[src/rtl/spi_receiver_pkg.sv]
// Shared definitions for the SPI receiver slice.
//   - DATA_WIDTH_DEF : default frame / FIFO word width
//   - s_*            : 2-bit FSM state encodings
//   - cnt_width()    : width of a counter that must hold 0..dw inclusive
package spi_receiver_pkg;

    localparam int DATA_WIDTH_DEF = 24;

    localparam logic [1:0] s_Idle    = 2'b00;
    localparam logic [1:0] s_Receive = 2'b01;
    localparam logic [1:0] s_Store   = 2'b10;
    localparam logic [1:0] s_WaitEnd = 2'b11;

    function automatic int cnt_width(input int dw);
        return $clog2(dw + 1);
    endfunction

endpackage

[src/rtl/spi_receiver_sync_edge_detect.sv]
// Multi-stage synchronizer with single-cycle rise/fall pulses.
// Ports:
//   clock, reset_n : system clock, async active-low reset
//   din            : asynchronous input
//   dout           : synchronized level (last stage)
//   rise, fall     : one-cycle pulses on synchronized edges
// RESET_VAL sets the idle level so no spurious edge follows reset.
module sync_edge_detect #(
    parameter int   STAGES    = 2,
    parameter logic RESET_VAL = 1'b0
) (
    input  logic clock,
    input  logic reset_n,
    input  logic din,
    output logic dout,
    output logic rise,
    output logic fall
);

    logic [STAGES-1:0] sync_q;
    logic              prev_q;

    always_ff @(posedge clock or negedge reset_n) begin
        if (!reset_n) begin
            sync_q <= {STAGES{RESET_VAL}};
            prev_q <= RESET_VAL;
        end else begin
            sync_q <= {sync_q[STAGES-2:0], din};
            prev_q <= sync_q[STAGES-1];
        end
    end

    assign dout = sync_q[STAGES-1];
    assign rise = dout & ~prev_q;
    assign fall = ~dout & prev_q;

endmodule

[src/rtl/spi_receiver.sv]
// SPI peripheral-side receiver: MSB-first frames framed by active-low sync_n.
// Ports:
//   clock, reset_n : system clock (>= 4x sclk), async active-low reset
//   sclk, sdi      : serial clock (idles low) and data, sampled on sclk fall
//   sync_n         : frame select, active low
//   fifo_full      : downstream FIFO full
//   fifo_write     : one-cycle write strobe, data_out valid with it
//   data_out       : last stored word, held until the next store
//   frame_error    : pulse when sync_n rises before a full word
//   overflow       : pulse when a complete word is dropped on fifo_full
//   spi_busy       : high whenever the FSM is not idle
module spi_receiver
    import spi_receiver_pkg::*;
#(
    parameter int DATA_WIDTH  = DATA_WIDTH_DEF,
    parameter int SYNC_STAGES = 2
) (
    input  logic                  clock,
    input  logic                  reset_n,
    input  logic                  sclk,
    input  logic                  sdi,
    input  logic                  sync_n,
    input  logic                  fifo_full,
    output logic                  fifo_write,
    output logic [DATA_WIDTH-1:0] data_out,
    output logic                  frame_error,
    output logic                  overflow,
    output logic                  spi_busy
);

    localparam int CW = cnt_width(DATA_WIDTH);

    logic sclk_s, sclk_fall, unused_sclk_rise;
    logic sync_n_s, sync_n_fall, sync_n_rise;
    logic sdi_s, unused_sdi_rise, unused_sdi_fall;
    logic unused_sclk_s, unused_sync_n_s;

    sync_edge_detect #(.STAGES(SYNC_STAGES), .RESET_VAL(1'b0)) u_sclk (
        .clock(clock), .reset_n(reset_n), .din(sclk),
        .dout(sclk_s), .rise(unused_sclk_rise), .fall(sclk_fall)
    );

    sync_edge_detect #(.STAGES(SYNC_STAGES), .RESET_VAL(1'b1)) u_sync_n (
        .clock(clock), .reset_n(reset_n), .din(sync_n),
        .dout(sync_n_s), .rise(sync_n_rise), .fall(sync_n_fall)
    );

    sync_edge_detect #(.STAGES(SYNC_STAGES), .RESET_VAL(1'b0)) u_sdi (
        .clock(clock), .reset_n(reset_n), .din(sdi),
        .dout(sdi_s), .rise(unused_sdi_rise), .fall(unused_sdi_fall)
    );

    assign unused_sclk_s   = sclk_s;
    assign unused_sync_n_s = sync_n_s;

    logic [1:0]            state;
    logic [CW-1:0]         bit_cnt;
    logic [DATA_WIDTH-1:0] shift_reg;
    // sync_n rose in the same cycle as the last bit: Store must exit to Idle,
    // otherwise WaitEnd would swallow the next frame's framing edge.
    logic                  end_seen;
    logic                  last_bit;

    assign last_bit = (bit_cnt == CW'(DATA_WIDTH - 1));
    assign spi_busy = (state != s_Idle);

    always_ff @(posedge clock or negedge reset_n) begin
        if (!reset_n) begin
            state       <= s_Idle;
            bit_cnt     <= '0;
            shift_reg   <= '0;
            end_seen    <= 1'b0;
            fifo_write  <= 1'b0;
            data_out    <= '0;
            frame_error <= 1'b0;
            overflow    <= 1'b0;
        end else begin
            fifo_write  <= 1'b0;
            frame_error <= 1'b0;
            overflow    <= 1'b0;
            case (state)
                s_Idle: begin
                    if (sync_n_fall) begin
                        bit_cnt   <= '0;
                        shift_reg <= '0;
                        end_seen  <= 1'b0;
                        state     <= s_Receive;
                    end
                end
                s_Receive: begin
                    if (sclk_fall) begin
                        shift_reg <= {shift_reg[DATA_WIDTH-2:0], sdi_s};
                        bit_cnt   <= bit_cnt + CW'(1);
                    end
                    if (sclk_fall && last_bit) begin
                        state    <= s_Store;
                        end_seen <= sync_n_rise;
                    end else if (sync_n_rise) begin
                        frame_error <= 1'b1;
                        state       <= s_Idle;
                    end
                end
                s_Store: begin
                    if (!fifo_full) begin
                        fifo_write <= 1'b1;
                        data_out   <= shift_reg;
                    end else begin
                        overflow <= 1'b1;
                    end
                    state <= (end_seen || sync_n_rise) ? s_Idle : s_WaitEnd;
                end
                default: begin  // s_WaitEnd: trailing bits are ignored
                    if (sync_n_rise)
                        state <= s_Idle;
                end
            endcase
        end
    end

endmodule

[config.mk]
export PLATFORM = sky130hd
export DESIGN_NAME = spi_receiver
export DESIGN_NICKNAME = d
export VERILOG_FILES = /design/src/rtl/spi_receiver_pkg.sv /design/src/rtl/spi_receiver_sync_edge_detect.sv /design/src/rtl/spi_receiver.sv
export SDC_FILE = /design/constraint.sdc
export NUM_CORES = 1
export LEC_CHECK = 0
export CORE_MARGIN = 8
export CORE_UTILIZATION = 45
export CTS_CLUSTER_DIAMETER = 200
export DETAILED_ROUTE_END_ITERATION = 8
export PLACE_DENSITY = 0.74
export SYNTH_ARGS = -nofsm -noshare
export SYNTH_HDL_FRONTEND = slang
export SYNTH_SLANG_ARGS = --single-unit
[constraint.sdc]
create_clock -name clock -period 1.9 [get_ports clock]
set_input_delay 0.38 -clock clock [delete_from_list [all_inputs] [get_ports clock]]
set_output_delay 0.38 -clock clock [all_outputs]
set_load 0.02 [all_outputs]
==> Word level (Yosys, flattened, before mapping) <==
Cells that the tools add are included.
{ "classes": {"n_reduce_logical": 8, "muxes": 21, "eq_ne": 6, "addsub": 1, "n_bitwise": 7} }
{ "op_table": {"columns": ["operator", "n"], "rows": [
  ["2-to-1 mux 24 bit", 2],
  ["one-hot mux 24 bit (2 select lines)", 1],
  ["2-to-1 mux 5 bit", 2],
  ["one-hot mux 5 bit (2 select lines)", 1],
  ["2-to-1 mux 1 bit", 9],
  ["2-to-1 mux 2 bit", 4],
  ["!= test 2 bit (second input constant)", 3],
  ["one-hot mux 2 bit (3 select lines)", 1],
  ["AND reduction 3 bit", 2],
  ["adder 5 x 1 -> 5 bit (second input constant)", 1],
  ["equality test 5 bit (second input constant)", 1],
  ["inverter 1 bit", 4],
  ["nonzero test 2 bit", 2],
  ["AND 1 bit", 3],
  ["equality test 2 x 1 -> 1 bit (second input constant)", 1],
  ["equality test 2 bit (second input constant)", 1],
  ["zero test 2 bit", 1],
  ["one-hot mux 1 bit (2 select lines)", 1],
  ["AND reduction 2 bit", 1],
  ["logical AND 1 bit", 1],
  ["logical OR 1 bit", 1]
]} }
{ "totals": {"in_bits": 6, "wordCells": 56, "ff_bits": 67} }

==> Longest topological paths before layout <==
{ "depth": {"word_depth": 5, "depth_mapped": 6} }

==> Hierarchy <==
A second synthesis with hierarchy kept.
{ "hier_totals": {"hier_cells": 192, "hier_area_um2": 2612.5} }
{ "by_module_without_submodules": {"columns": ["module", "cells_per_inst", "n_inst", "seq_area_each_um2", "area_per_inst_um2"], "rows": [
  ["spi_receiver", 177, 1, 1476.4, 2338.5],
  ["sync_edge_detect (u_sclk ...)", 5, 2, 75.1, 90.1],
  ["sync_edge_detect (u_sync_n)", 5, 1, 78.8, 93.8]
]} }

==> Least setup slack after synthesis <==
OpenSTA, ideal clock, no wires.
{ "synth_timing": {"path_kind": "register to register", "startpoint": "reg u_sync_n.prev_q", "endpoint": "reg shift_reg[0]", "period_less_slack_ns": 1.560, "setup_slack_ns": 0.340, "path_stages_with_launch": 5, "n_path_buf": 1, "required_time_ns": 1.779, "arrival_ns": 1.439, "cell_sequence": "dfstp_2 -> or3b_1 -> a21o_1 -> buf_6 -> a22o_1"} }
{ "synth_via": {"elab_chain_len": 3} }
{ "synth_rtl": {"columns": ["item", "line", "source"], "rows": [
  ["start, declared", "spi_receiver_sync_edge_detect.sv:21", "logic prev_q;"],
  ["start signal, assigned", "spi_receiver_sync_edge_detect.sv:29", "prev_q <= sync_q[STAGES-1];"],
  ["AND 1 bit", "spi_receiver_sync_edge_detect.sv:35", "assign fall = ~dout & prev_q;"],
  ["!= test 2 bit (no line)", null, null],
  ["AND reduction 3 bit (no line)", null, null],
  ["end signal, assigned", "spi_receiver.sv:92", "shift_reg <= {shift_reg[DATA_WIDTH-2:0], sdi_s};"],
  ["end, declared", "spi_receiver.sv:58", "logic [DATA_WIDTH-1:0] shift_reg;"]
]} }
Every way passes these cells.
A chain may end at the register's enable or synchronous reset.

==> Worst setup path in the final report <==
{ "layout_timing": {"startpoint": "reg state[0]", "endpoint": "out spi_busy"} }
{ "layout_via": {"elab_chain_len": 1} }
{ "layout_rtl": {"columns": ["item", "line", "source"], "rows": [
  ["start, declared", "spi_receiver.sv:56", "logic [1:0] state;"],
  ["start signal, assigned", "spi_receiver.sv:69", "state <= s_Idle;"],
  ["start signal, assigned", "spi_receiver.sv:87", "state <= s_Receive;"],
  ["start signal, assigned", "spi_receiver.sv:96", "state <= s_Store;"],
  ["nonzero test 2 bit", "spi_receiver.sv:65", "assign spi_busy = (state != s_Idle);"],
  ["end, declared", "spi_receiver.sv:28", "output logic spi_busy"]
]} }
Every way passes these cells.

==> results.json <==
{
  "status": "completed",
  "hold_ws_ns": 0.0467,
  "cts-htree-levels": 3,
  "p_leak_nw": 1.46,
  "cts_tree": "yes",
  "power.switching_mw": 0.600,
  "synth-seq-cells": 67,
  "ctsHoldBuffers": 0,
  "area_growth_pct": 22.8,
  "setup_viol": 0,
  "fin_crit_sh": 0.960,
  "grt_pass1_wl_mm": 7.81,
  "wl_mm": 4.33,
  "final-max-slew-violation-count": 0,
  "cts_sinks": 67,
  "cp.required_ns": 1.52,
  "hold_viol_final": 0,
  "antenna_cells": 0,
  "viasPerCell": 5.07,
  "tns_ns": 0,
  "ys_seq_area_frac": 0.652,
  "vias": 1601,
  "drive_gt1_frac": 0.225,
  "ys_warn_count": 0,
  "worstPathArrival_ns": 1.44,
  "power.density_nw_per_um2": 826,
  "post-dp-hpwl_mm": 2.87,
  "synth.avg_cell_area_um2": 13.0,
  "antenna_left": 0,
  "clkLatencyLatePin_ns": 0.33,
  "critPathLaunchType": "flip-flop",
  "firstDrtPassIters": 4,
  "grt_max_degree": 68,
  "post_cts_buffers": 0,
  "num_rows": 27,
  "dp_cells": 301,
  "cts.clk_slew.worst_paths_ns": 0.06,
  "grt_use_total": 0.115,
  "crit_type": "reg -> out",
  "endpoint_kind": "output pin",
  "crit_fanout": 9,
  "drt_iter0_drc": 94,
  "seqPwrFrac": 0.568,
  "mostFrequentLayoutCell": "dfrtp_1",
  "ys_types": 31,
  "max_freq_mhz": 548,
  "combinationalPowerShare": 0.059,
  "coreArea_um2": 5510,
  "drv_cap": 0,
  "netlist_area_um2": 2580,
  "cts_root_buffer": "clkbuf_8",
  "antenna_found_initial": 0,
  "p_int_mw": 2.01,
  "ir_drop_mv": 0.505,
  "min_path_type": "in -> async",
  "ioPinCount": 34,
  "fin_nets": 247,
  "nFillCells": 455,
  "netlist_instances": 198,
  "fin_crit_ns": 1.82,
  "relSlewSlack": 0.741,
  "clockBufferDepth": 2,
  "grt.overflow.total": 0,
  "start_util": 0.468,
  "fp.dieH_um": 91.7,
  "dieArea_um2": 8400,
  "wl_per_cell_um": 13.7,
  "drc": 0,
  "pwr-share-clk": 0.374,
  "finClkSkew_ns": 0.0107,
  "finalWeightedCongestion": 0.774,
  "final_cell_mix": "dfrtp_1, nand2_1, clkdlybuf4s50_1",
  "fp.dieW_um": 91.7,
  "grt_pass1_vias": 1673,
  "swShare": 0.230,
  "synth_nets": 205,
  "totalPowerFinal_mw": 2.61,
  "final_cell_count_no_fill": 316,
  "cts_buffers": 9,
  "rsz0062_at_grt": "no",
  "portBuffers": 33,
  "worst_pin_slew_ns": 0.388
}
-- logic make-up (layout without fill, tap and decap cells) --
group | after synthesis | in the layout | share of synthesized area
adder cells (fa/ha/maj) | 1 | 1 | 0.00486
multiplexers | 25 | 25 | 0.109
XOR/XNOR | 3 | 3 | 0.0102
flip-flops | 67 | 67 | 0.652
AO/OA/AOI/OAI | 35 | 35 | 0.0860
buffers and inverters | 13 | 59 | 0.0330
AND/OR/NAND/NOR | 54 | 54 | 0.104
-- metrics by stage --
step                worst slack, ns  area, µm²  utilization
floorplan                     0.340       2580            -
global placement              0.156       3000        0.545
CTS                          0.0249       3160        0.574
finish                       0.0759       3160        0.574
global route                 0.0121       3160        0.574
detailed placement            0.134       3000        0.545
-- final timing paths --
| path | start | slack, ns | to | cells past startpoint |
|---|---|---|---|---|
| max | state[0] | 0.08 | spi_busy | 2 |
| min | reset_n | 0.05 | fifo_write | 2 |
| max reg2reg | u_sync_n.prev_q | 0.18 | shift_reg[0] | 4 |
| min reg2reg | u_sclk.sync_q[0] | 0.34 | u_sclk.sync_q[1] | 0 |
| max in group asynchronous | reset_n | 1.51 | u_sync_n.prev_q | 2 |
| min in group clock | u_sclk.sync_q[0] | 0.34 | u_sclk.sync_q[1] | 0 |
-- layout make-up --
cell class                      count  area [µm²]  area share
Tap cell                           72        90.1      0.0285
Inverter                            3        11.3     0.00356
Multi-Input combinational cell    118         811       0.256
Clock inverter                      3        15.0     0.00475
Timing Repair Buffer               41         409       0.129
Sequential cell                    67        1680       0.532
Clock buffer                       12         145      0.0459
-- routing by layer --
| metal | GRT usage | vias to the layer above | wire (µm) |
|---|---|---|---|
| met5 | 0 | - | 0 |
| met4 | 0.0696 | 0 | 99 |
| met3 | 0.0367 | 11 | 228 |
| met2 | 0.179 | 29 | 1970 |
| met1 | 0.138 | 793 | 2040 |
| li1 | - | 768 | - |
-- worst max-delay path: stages, from the launching register on --
cell and delay (ns):
dfrtp_2 0.45, or2_2 0.33, dlygate4sd2_1 0.33
-- Yosys cell counts, drive strengths merged --
cell type / number / area share
a22o: 9 / 0.031
or3b: 1 / 0.0034
o21ai: 17 / 0.033
nand3b: 1 / 0.0029
o311ai: 1 / 0.0034
nand3: 2 / 0.0039
nor4bb: 1 / 0.0039
nand2b: 2 / 0.0049
nand4: 2 / 0.0049
nor3b: 3 / 0.013
dfstp: 3 / 0.031
xor2: 2 / 0.0068
ha: 1 / 0.0049
mux2: 25 / 0.11
nand2: 33 / 0.048
buf: 10 / 0.029
and3: 1 / 0.0024
nor2: 6 / 0.0097
dfrtp: 64 / 0.62
xnor2: 1 / 0.0034
a21oi: 5 / 0.0097
and4bb: 1 / 0.0049
or2: 1 / 0.0024
a21o: 2 / 0.0058
inv: 3 / 0.0044
o221ai: 1 / 0.0034
-- timing repair --
item / CTS / global route
endpoints found under the hold margin: 0 / 0
endpoints found under the setup margin: 1 / 1
resized for setup: 1 / 1
-- power groups by stage --
stage	Sequential [mW]	Combinational [mW]	Clock (mW)
floorplan	1.50	0.0972	0
global route	1.49	0.174	1.09
CTS	1.48	0.157	1.02
finish	1.48	0.153	0.977
global placement	1.51	0.155	0
detailed placement	1.51	0.159	0
Note: power is estimated with default switching activity, not from simulation.
